<file path="src/rtl/a51_byte_encryptor.sv">
// Packs the A5/1 keystream into bytes, buffers them in a small FIFO and XORs
// them with handshaked plaintext to produce one frame of ciphertext.
module a51_byte_encryptor #(
  parameter int unsigned FIFO_DEPTH  = 4,
  parameter int unsigned FRAME_BYTES = 14
) (
  input  logic       clk,
  input  logic       rst,
  input  logic       init_ok,
  input  logic       keystream,
  input  logic [7:0] pt_data,
  input  logic       pt_valid,
  output logic       pt_ready,
  output logic [7:0] ct_data,
  output logic       ct_valid,
  input  logic       ct_ready,
  output logic       frame_done,
  output logic       overflow
);

  localparam int unsigned AW = (FIFO_DEPTH > 1) ? $clog2(FIFO_DEPTH) : 1;
  localparam int unsigned CW = AW + 1;

  localparam logic [1:0] IDLE = 2'd0;
  localparam logic [1:0] RUN  = 2'd1;
  localparam logic [1:0] DONE = 2'd2;

  logic [1:0]    state, state_nxt;
  logic [2:0]    bit_cnt;
  logic [7:0]    sr;
  logic [7:0]    mem [FIFO_DEPTH];
  logic [AW-1:0] wr_ptr, rd_ptr;
  logic [CW-1:0] count;
  logic [7:0]    push_cnt;
  logic [7:0]    acc_cnt;
  logic          pack_en, byte_rdy, fifo_full, push, pop, xfer;

  // Handshake and FIFO control; the generator cannot stall, so a full FIFO drops.
  always_comb begin
    pack_en   = (state != DONE) && init_ok && (push_cnt < 8'(FRAME_BYTES));
    byte_rdy  = pack_en && (bit_cnt == 3'd7);
    fifo_full = (count == CW'(FIFO_DEPTH));
    pt_ready  = (state == RUN) && (count != '0) && (!ct_valid || ct_ready);
    xfer      = pt_valid && pt_ready;
    pop       = xfer;
    push      = byte_rdy && (!fifo_full || pop);
  end

  always_comb begin
    state_nxt = state;
    case (state)
      IDLE:    if (init_ok) state_nxt = RUN;
      RUN:     if (xfer && (acc_cnt == 8'(FRAME_BYTES - 1))) state_nxt = DONE;
      DONE:    state_nxt = DONE;
      default: state_nxt = IDLE;
    endcase
  end

  always_ff @(posedge clk) begin
    if (rst) state <= IDLE;
    else     state <= state_nxt;
  end

  // MSB-first packer; losing init_ok throws away any partial byte.
  always_ff @(posedge clk) begin
    if (rst) begin
      sr      <= '0;
      bit_cnt <= '0;
    end else if (pack_en) begin
      sr      <= {sr[6:0], keystream};
      bit_cnt <= bit_cnt + 3'd1;
    end else if (!init_ok) begin
      sr      <= '0;
      bit_cnt <= '0;
    end
  end

  always_ff @(posedge clk) begin
    if (push) mem[wr_ptr] <= {sr[6:0], keystream};
  end

  always_ff @(posedge clk) begin
    if (rst) begin
      wr_ptr   <= '0;
      rd_ptr   <= '0;
      count    <= '0;
      push_cnt <= '0;
      overflow <= 1'b0;
    end else begin
      if (push) begin
        wr_ptr   <= wr_ptr + AW'(1);
        push_cnt <= push_cnt + 8'd1;
      end
      if (pop) rd_ptr <= rd_ptr + AW'(1);
      case ({push, pop})
        2'b10:   count <= count + CW'(1);
        2'b01:   count <= count - CW'(1);
        default: count <= count;
      endcase
      if (byte_rdy && fifo_full && !pop) overflow <= 1'b1;
    end
  end

  // Output register holds its byte until the sink takes it.
  always_ff @(posedge clk) begin
    if (rst) begin
      ct_data    <= '0;
      ct_valid   <= 1'b0;
      acc_cnt    <= '0;
      frame_done <= 1'b0;
    end else if (xfer) begin
      ct_data  <= pt_data ^ mem[rd_ptr];
      ct_valid <= 1'b1;
      acc_cnt  <= acc_cnt + 8'd1;
      if (acc_cnt == 8'(FRAME_BYTES - 1)) frame_done <= 1'b1;
    end else if (ct_ready) begin
      ct_valid <= 1'b0;
    end
  end

endmodule

</file>
<file path="config.mk">
export PLATFORM = sky130hd
export DESIGN_NAME = a51_byte_encryptor
export DESIGN_NICKNAME = d
export VERILOG_FILES = /design/src/rtl/a51_byte_encryptor.sv
export SDC_FILE = /design/constraint.sdc
export NUM_CORES = 1
export LEC_CHECK = 0
export ABC_AREA = 1
export CORE_UTILIZATION = 50
export DETAILED_ROUTE_END_ITERATION = 8
export PLACE_DENSITY_LB_ADDON = 0.2
export SYNTH_ARGS = -nofsm -noshare
export SYNTH_HDL_FRONTEND = slang
export SYNTH_SLANG_ARGS = --single-unit
</file>
<file path="constraint.sdc">
create_clock -name clk -period 2.6 [get_ports clk]
set_input_delay 0.39 -clock clk [delete_from_list [all_inputs] [get_ports clk]]
set_output_delay 0.39 -clock clk [all_outputs]
set_load 0.1 [all_outputs]
</file>
==> qor.yml, run 1 <==
status: "finished, final reports clean"
port_buffers: 25
wire_per_inst_um: 12.8
clock_latency_ns: 0.36
diodes: 0
period_minus_slack_ns: 1.97
ios: 26
clkSinkCount: 80
vias_per_cell: 5.03
gp_congestion: 0.717
drt_iter0_drc: 109
leakage_nw: 1.62
maxSlewViolCount: 0
grt_pass1_wl_mm: 10.4
fin_tns_setup_ns: 0
final_cells: 485
maxCapViolCount: 0
holdBufCountCts: 0
synth_area_leaders: "dfxtp_1 (28%), edfxtp_1 (28%), nand2_1 (8.0%), nand3_1 (4.8%), ha_1 (4.7%)"
yosysWarnings: 0
drt-pass1-iter-count: 4
power.total_mw: 2.40
grt_overflow: 0
cts_setup_buffers: 0
setup_ws_ns: 0.626
place_ws_ns: 0.320
crit_type: "reg -> reg"
place_area_sq_um: 3780
final_hold_viol_count: 0
dieWidth_um: 85.1
fmax_mhz: 507
htree_levels: 3
ys_async_sr_fraction: 0
drive_gt1_frac: 0.132
syn_area_sq_um: 3460
yosysTopAreaCellShare: 0.278
post-route-drc-count: 0
synth_nets: 399
initial_utilization: 0.532
hold_path.class: "reg -> reg"
required_ns: 2.85
grt_max_degree: 26
core_sq_um: 6490
final.period_utilization: 0.759
holdWs_ns: 0.428
ant_nets: 0
clkTransAtPathRegs_ns: 0.08
track_usage: 0.190
seq_area_frac_synth: 0.556
max_slew_margin: 0.515
clock_skew_ns: 0.00910
yosysTopAreaCell: "dfxtp_1"
die-area_sq_um: 7250
power_density_nw_per_um2: 605
die_h_um: 85.1
cts_buffer_depth: 2
cts_buffers: 9
fillers: 576
antenna_found_initial: 0
syn_area_per_cell_sq_um: 9.31
syn_inst: 371
synthToLayoutAreaGrowth_pct: 14.6
finish.net_count: 431
startpoint_type: "flip-flop"
cts_tree: "done"
num_vias: 2438
placed_cells: 469
critPathCaptureType: "flip-flop"
ir_worst_vdd_mv: 0.318
hpwlAfterDp_mm: 4.27
ys_ff_latch: 80
root_buffer: "clkbuf_8"
fp-row-count: 29
grt_pass1_vias: 2228
worst_pin_slew_ns: 0.727
crit_fanout: 3
final_util: 0.610
post-route-cell-area_sq_um: 3960
rsz0062_at_grt: "no"
synth_common_cells: "nand2_1 (74), dfxtp_1 (48), inv_1 (35), nor2_1 (35), nand3_1 (33)"
synth_edf_count: 32
synth_ff_type: "dfxtp_1"
routed_wl_mm: 6.22
cts_resized: 0
yosysUniqueCellTypes: 35
setup_viol: 0
yosysMostFrequentCell: "nand2_1"
cp_data_arrival_time_ns: 2.22
[registers in the layout (all words and copies together), names as in the netlist, named ones only]
| register | cells |
|---|---|
| mem | 32 |
| acc_cnt | 8 |
| ct_data | 8 |
| push_cnt | 8 |
| sr | 7 |
| bit_cnt | 3 |
| count | 3 |
| rd_ptr | 2 |
| state | 2 |
| wr_ptr | 2 |
| ct_valid | 1 |
| frame_done | 1 |
| overflow | 1 |
[where the power goes]
| group | total [mW] | switching [mW] | internal (mW) | leakage [nW] |
|---|---|---|---|---|
| Sequential | 1.34 | 0.0178 | 1.32 | 0.692 |
| Clock | 0.837 | 0.481 | 0.356 | 0.0913 |
| Combinational | 0.222 | 0.131 | 0.0908 | 0.832 |
| Total | 2.40 | 0.629 | 1.77 | 1.62 |
[routing by layer]
layer	share of wire	GRT usage	up-vias	routed length (um)
met5	0	0	-	0
met4	0.023	0.106	0	141
met3	0.034	0.0447	10	209
met2	0.49	0.313	37	3020
met1	0.46	0.229	1109	2850
li1	-	-	1282	-
[worst max-delay path, cell delays in order (launching register included)]
cell     delay (ns)
dfxtp_1        0.36
inv_1          0.08
ha_1           0.19
nor2_1         0.09
nand2_1        0.07
nor2_2         0.10
nand2_1        0.09
nand2_1        0.11
inv_1          0.06
fa_1           0.37
inv_1          0.07
nand2_1        0.06
a21oi_1        0.16
nor2_1         0.07
[logic make-up (layout without fill, tap and decap cells)]
logic type	Yosys count	count (layout)	share of synthesized area
simple gates	158	158	0.214
compound gates	57	57	0.0898
flops	80	80	0.556
buf+inv	52	89	0.0623
fa+ha+maj	14	14	0.0529
xor+xnor	10	10	0.0253
[final cells by class]
type	count	area (sq um)	area share
tap	77	96.3	0.0243
clock buffer	9	124	0.0313
clock inverter	7	51.3	0.0130
sequential	80	1920	0.485
inverter	40	155	0.0392
timing repair buffer	33	293	0.0739
multi-input combinational	239	1320	0.333
[final timing paths]
| check | to | startpoint | depth (start not counted) | slack (ns) |
|---|---|---|---|---|
| setup / recovery | count[2] | state[0] | 13 | 0.63 |
| hold / removal | push_cnt[7] | push_cnt[7] | 2 | 0.43 |
| setup reg to reg | count[2] | state[0] | 13 | 0.63 |
| hold reg to reg | push_cnt[7] | push_cnt[7] | 2 | 0.43 |
[layout by cell type, fill, tap and decap left out, drive strengths merged, types with 9 or more instances in the layout]
master	count
a21oi	34
buf	20
clkbuf	9
clkdlybuf4s50	13
dfxtp	48
edfxtp	32
ha	13
inv	43
nand2	77
nand3	35
nor2	38
o21ai	20
xor2	10
Power figures use the tool's default switching activity.
==> run 2, diff against run 1 <==
==> constraint.sdc (replaced) <==
create_clock -name clk -period 1.8 [get_ports clk]
set_input_delay 0.27 -clock clk [delete_from_list [all_inputs] [get_ports clk]]
set_output_delay 0.27 -clock clk [all_outputs]
set_load 0.1 [all_outputs]
==> qor.yml, run 2 (synthesized netlist as in run 1, its figures left out) <==
cts_buffers: 9  # unchanged
min_from: "push_cnt[7]"  # unchanged
fin_tns_setup_ns: 0  # unchanged
crit_path_start: "state[1]"  # was state[0]
fillers: 523  # was 576
root_buffer: "clkbuf_8"  # unchanged
wire_per_inst_um: 13.2  # was 12.8 um
drive_gt1_frac: 0.230  # was 0.132
setup_viol: 0  # unchanged
grt_max_degree: 26  # unchanged
drt_iter0_drc: 131  # was 109
rr_startpoint: "state[1]"  # was state[0]
grt_pass1_vias: 2436  # was 2228
diodes: 0  # unchanged
place_area_sq_um: 3920  # was 3780 sq um
path_depth: 11  # was 13
clock_latency_ns: 0.36  # about the same
fmax_mhz: 577  # was 507 MHz
required_ns: 2.05  # was 2.85 ns
hpwlAfterDp_mm: 4.52  # was 4.27 mm
cts_buffer_depth: 2  # unchanged
drt-pass1-iter-count: 6  # was 4
leakage_nw: 1.73  # was 1.62 nW
final_util: 0.654  # was 0.610
maxCapViolCount: 0  # unchanged
power_density_nw_per_um2: 915  # was 605 nW/um^2
critPathCaptureType: "flip-flop"  # unchanged
dieWidth_um: 85.1  # unchanged
clock_skew_ns: 0.00890  # was 0.00910 ns
setup_ws_ns: 0.0681  # was 0.626 ns
initial_utilization: 0.532  # unchanged
rsz0062_at_grt: "yes"  # was no
max_stage_delay_ns: 0.41  # was 0.37 ns
finish.net_count: 450  # was 431
ios: 26  # unchanged
routed_wl_mm: 6.67  # was 6.22 mm
track_usage: 0.204  # was 0.190
cts_tree: "done"  # unchanged
die-area_sq_um: 7250  # unchanged
regMostFlops: "mem"  # unchanged
layout_commonest_cell: "nand2_1"  # unchanged
final.period_utilization: 0.962  # was 0.759
core_sq_um: 6490  # unchanged
htree_levels: 3  # unchanged
max_slew_margin: 0.804  # was 0.515
crit_fanout: 3  # unchanged
fp-row-count: 29  # unchanged
final_hold_viol_count: 0  # unchanged
port_buffers: 25  # unchanged
hold_path.class: "reg -> reg"  # unchanged
power.total_mw: 3.89  # was 2.40 mW
vias_per_cell: 5.08  # was 5.03
clkSinkCount: 80  # unchanged
antenna_found_initial: 0  # unchanged
slowest_stage: "fa_2"  # was fa_1
crit_chain: "inv_4, ha_4, inv_2, a21oi_4, nand2_2, nor2_4, nand2_2, inv_2, fa_2, nor2_1, nor2_1"  # was inv_1, ha_1, nor2_1, nand2_1, nor2_2, nand2_1, nand2_1, inv_1, fa_1, inv_1, nand2_1, a21oi_1, nor2_1
status: "finished, final reports clean"  # unchanged
grt_pass1_wl_mm: 11.2  # was 10.4 mm
cp_data_arrival_time_ns: 1.98  # was 2.22 ns
maxSlewViolCount: 0  # unchanged
holdBufCountCts: 0  # unchanged
cp_top_family: "adder cells"  # was simple AND/OR/NAND/NOR gates
gp_congestion: 0.730  # was 0.717
startpoint_type: "flip-flop"  # unchanged
post-route-cell-area_sq_um: 4250  # was 3960 sq um
largest_reg_flops: 32  # unchanged
place_ws_ns: -0.271  # was 0.320 ns
crit_buf_inv: 3  # unchanged
synthToLayoutAreaGrowth_pct: 23.0  # was 14.6%
period_minus_slack_ns: 1.73  # was 1.97 ns
die_h_um: 85.1  # unchanged
r2r_cells: 11  # was 13
grt_overflow: 0  # unchanged
ant_nets: 0  # unchanged
final_cell_mix: "nand2_1 (69), dfxtp_1 (45), buf_4 (35)"  # was nand2_1 (74), dfxtp_1 (48), inv_1 (35), nor2_1 (35), nand3_1 (33)
clkTransAtPathRegs_ns: 0.08  # about the same
post-route-drc-count: 0  # unchanged
worst_pin_slew_ns: 0.292  # was 0.727 ns
crit_type: "reg -> reg"  # unchanged
worstHoldPathCells: 2  # unchanged
ir_worst_vdd_mv: 0.766  # was 0.318 mV
num_vias: 2560  # was 2438
-- run 2: changes by cell type in the layout (fill, tap and decap cells not counted), sizes merged --
cell / previous run / this run
buf: 20 / 39
bufinv: 0 / 1
clkbuf: 9 / 11
inv: 43 / 40
-- run 2: final timing paths --
path	end	slack (ns)
worst min register to register	push_cnt[7]	0.43
worst max register to register	count[1]	0.07
worst max-delay path	count[1]	0.07
worst min-delay path	push_cnt[7]	0.43
-- run 2: timing repair --
| item | CTS | global route |
|---|---|---|
| setup endpoints to repair | 35 | 38 |
| buffers inserted | 4 | 1 |
| pin swaps | 9 | 13 |
| resized for setup | 18 | 12 |
-- run 2: final cells by class --
cell class | count | area (sq um) | area share
inverter | 40 | 159 | 0.0374
sequential | 80 | 1930 | 0.454
timing repair buffer | 52 | 455 | 0.107
tap | 77 | 96.3 | 0.0227
multi-input combinational | 239 | 1390 | 0.327
clock buffer | 11 | 163 | 0.0383
clock inverter | 5 | 60.1 | 0.0141
-- run 2: metal layers --
metal  part of all wire  routed length (um)  GRT usage
met5                  0                   0          0
met4              0.035                 235      0.119
met3              0.034                 227     0.0340
met2               0.49                3290      0.353
met1               0.44                2910      0.240
-- run 2: through the flow --
step / hold WS (ns) / instances
after global routing: 0.456 / 504
after floorplan: 0.369 / 371
final: 0.429 / 504
after detailed placement: 0.416 / 484
after global placement: 0.413 / 484
after CTS: 0.429 / 503
-- run 2: worst reg2reg max path, stage by stage (launching register included) --
cell     delay, ns
dfxtp_4       0.37
inv_4         0.07
ha_4          0.13
inv_2         0.04
a21oi_4       0.12
nand2_2       0.10
nor2_4        0.11
nand2_2       0.07
inv_2         0.05
fa_2          0.41
nor2_1        0.10
nor2_1        0.05
-- run 2: power by group --
group	internal (mW)	total, mW	switching [mW]
registers	1.91	1.95	0.0371
logic	0.239	0.489	0.250
clock network	0.770	1.45	0.678
==> run 3, diff against run 2 <==
--- a/config.mk
+++ b/config.mk
@@ -7,6 +7,7 @@
 export LEC_CHECK = 0
 export ABC_AREA = 1
 export CORE_UTILIZATION = 50
+export CTS_CLUSTER_SIZE = 14
 export DETAILED_ROUTE_END_ITERATION = 8
 export PLACE_DENSITY_LB_ADDON = 0.2
 export SYNTH_ARGS = -nofsm -noshare
==> results of run 3 <==
No change in the layout: final DEF, timing and power equal those of run 2.
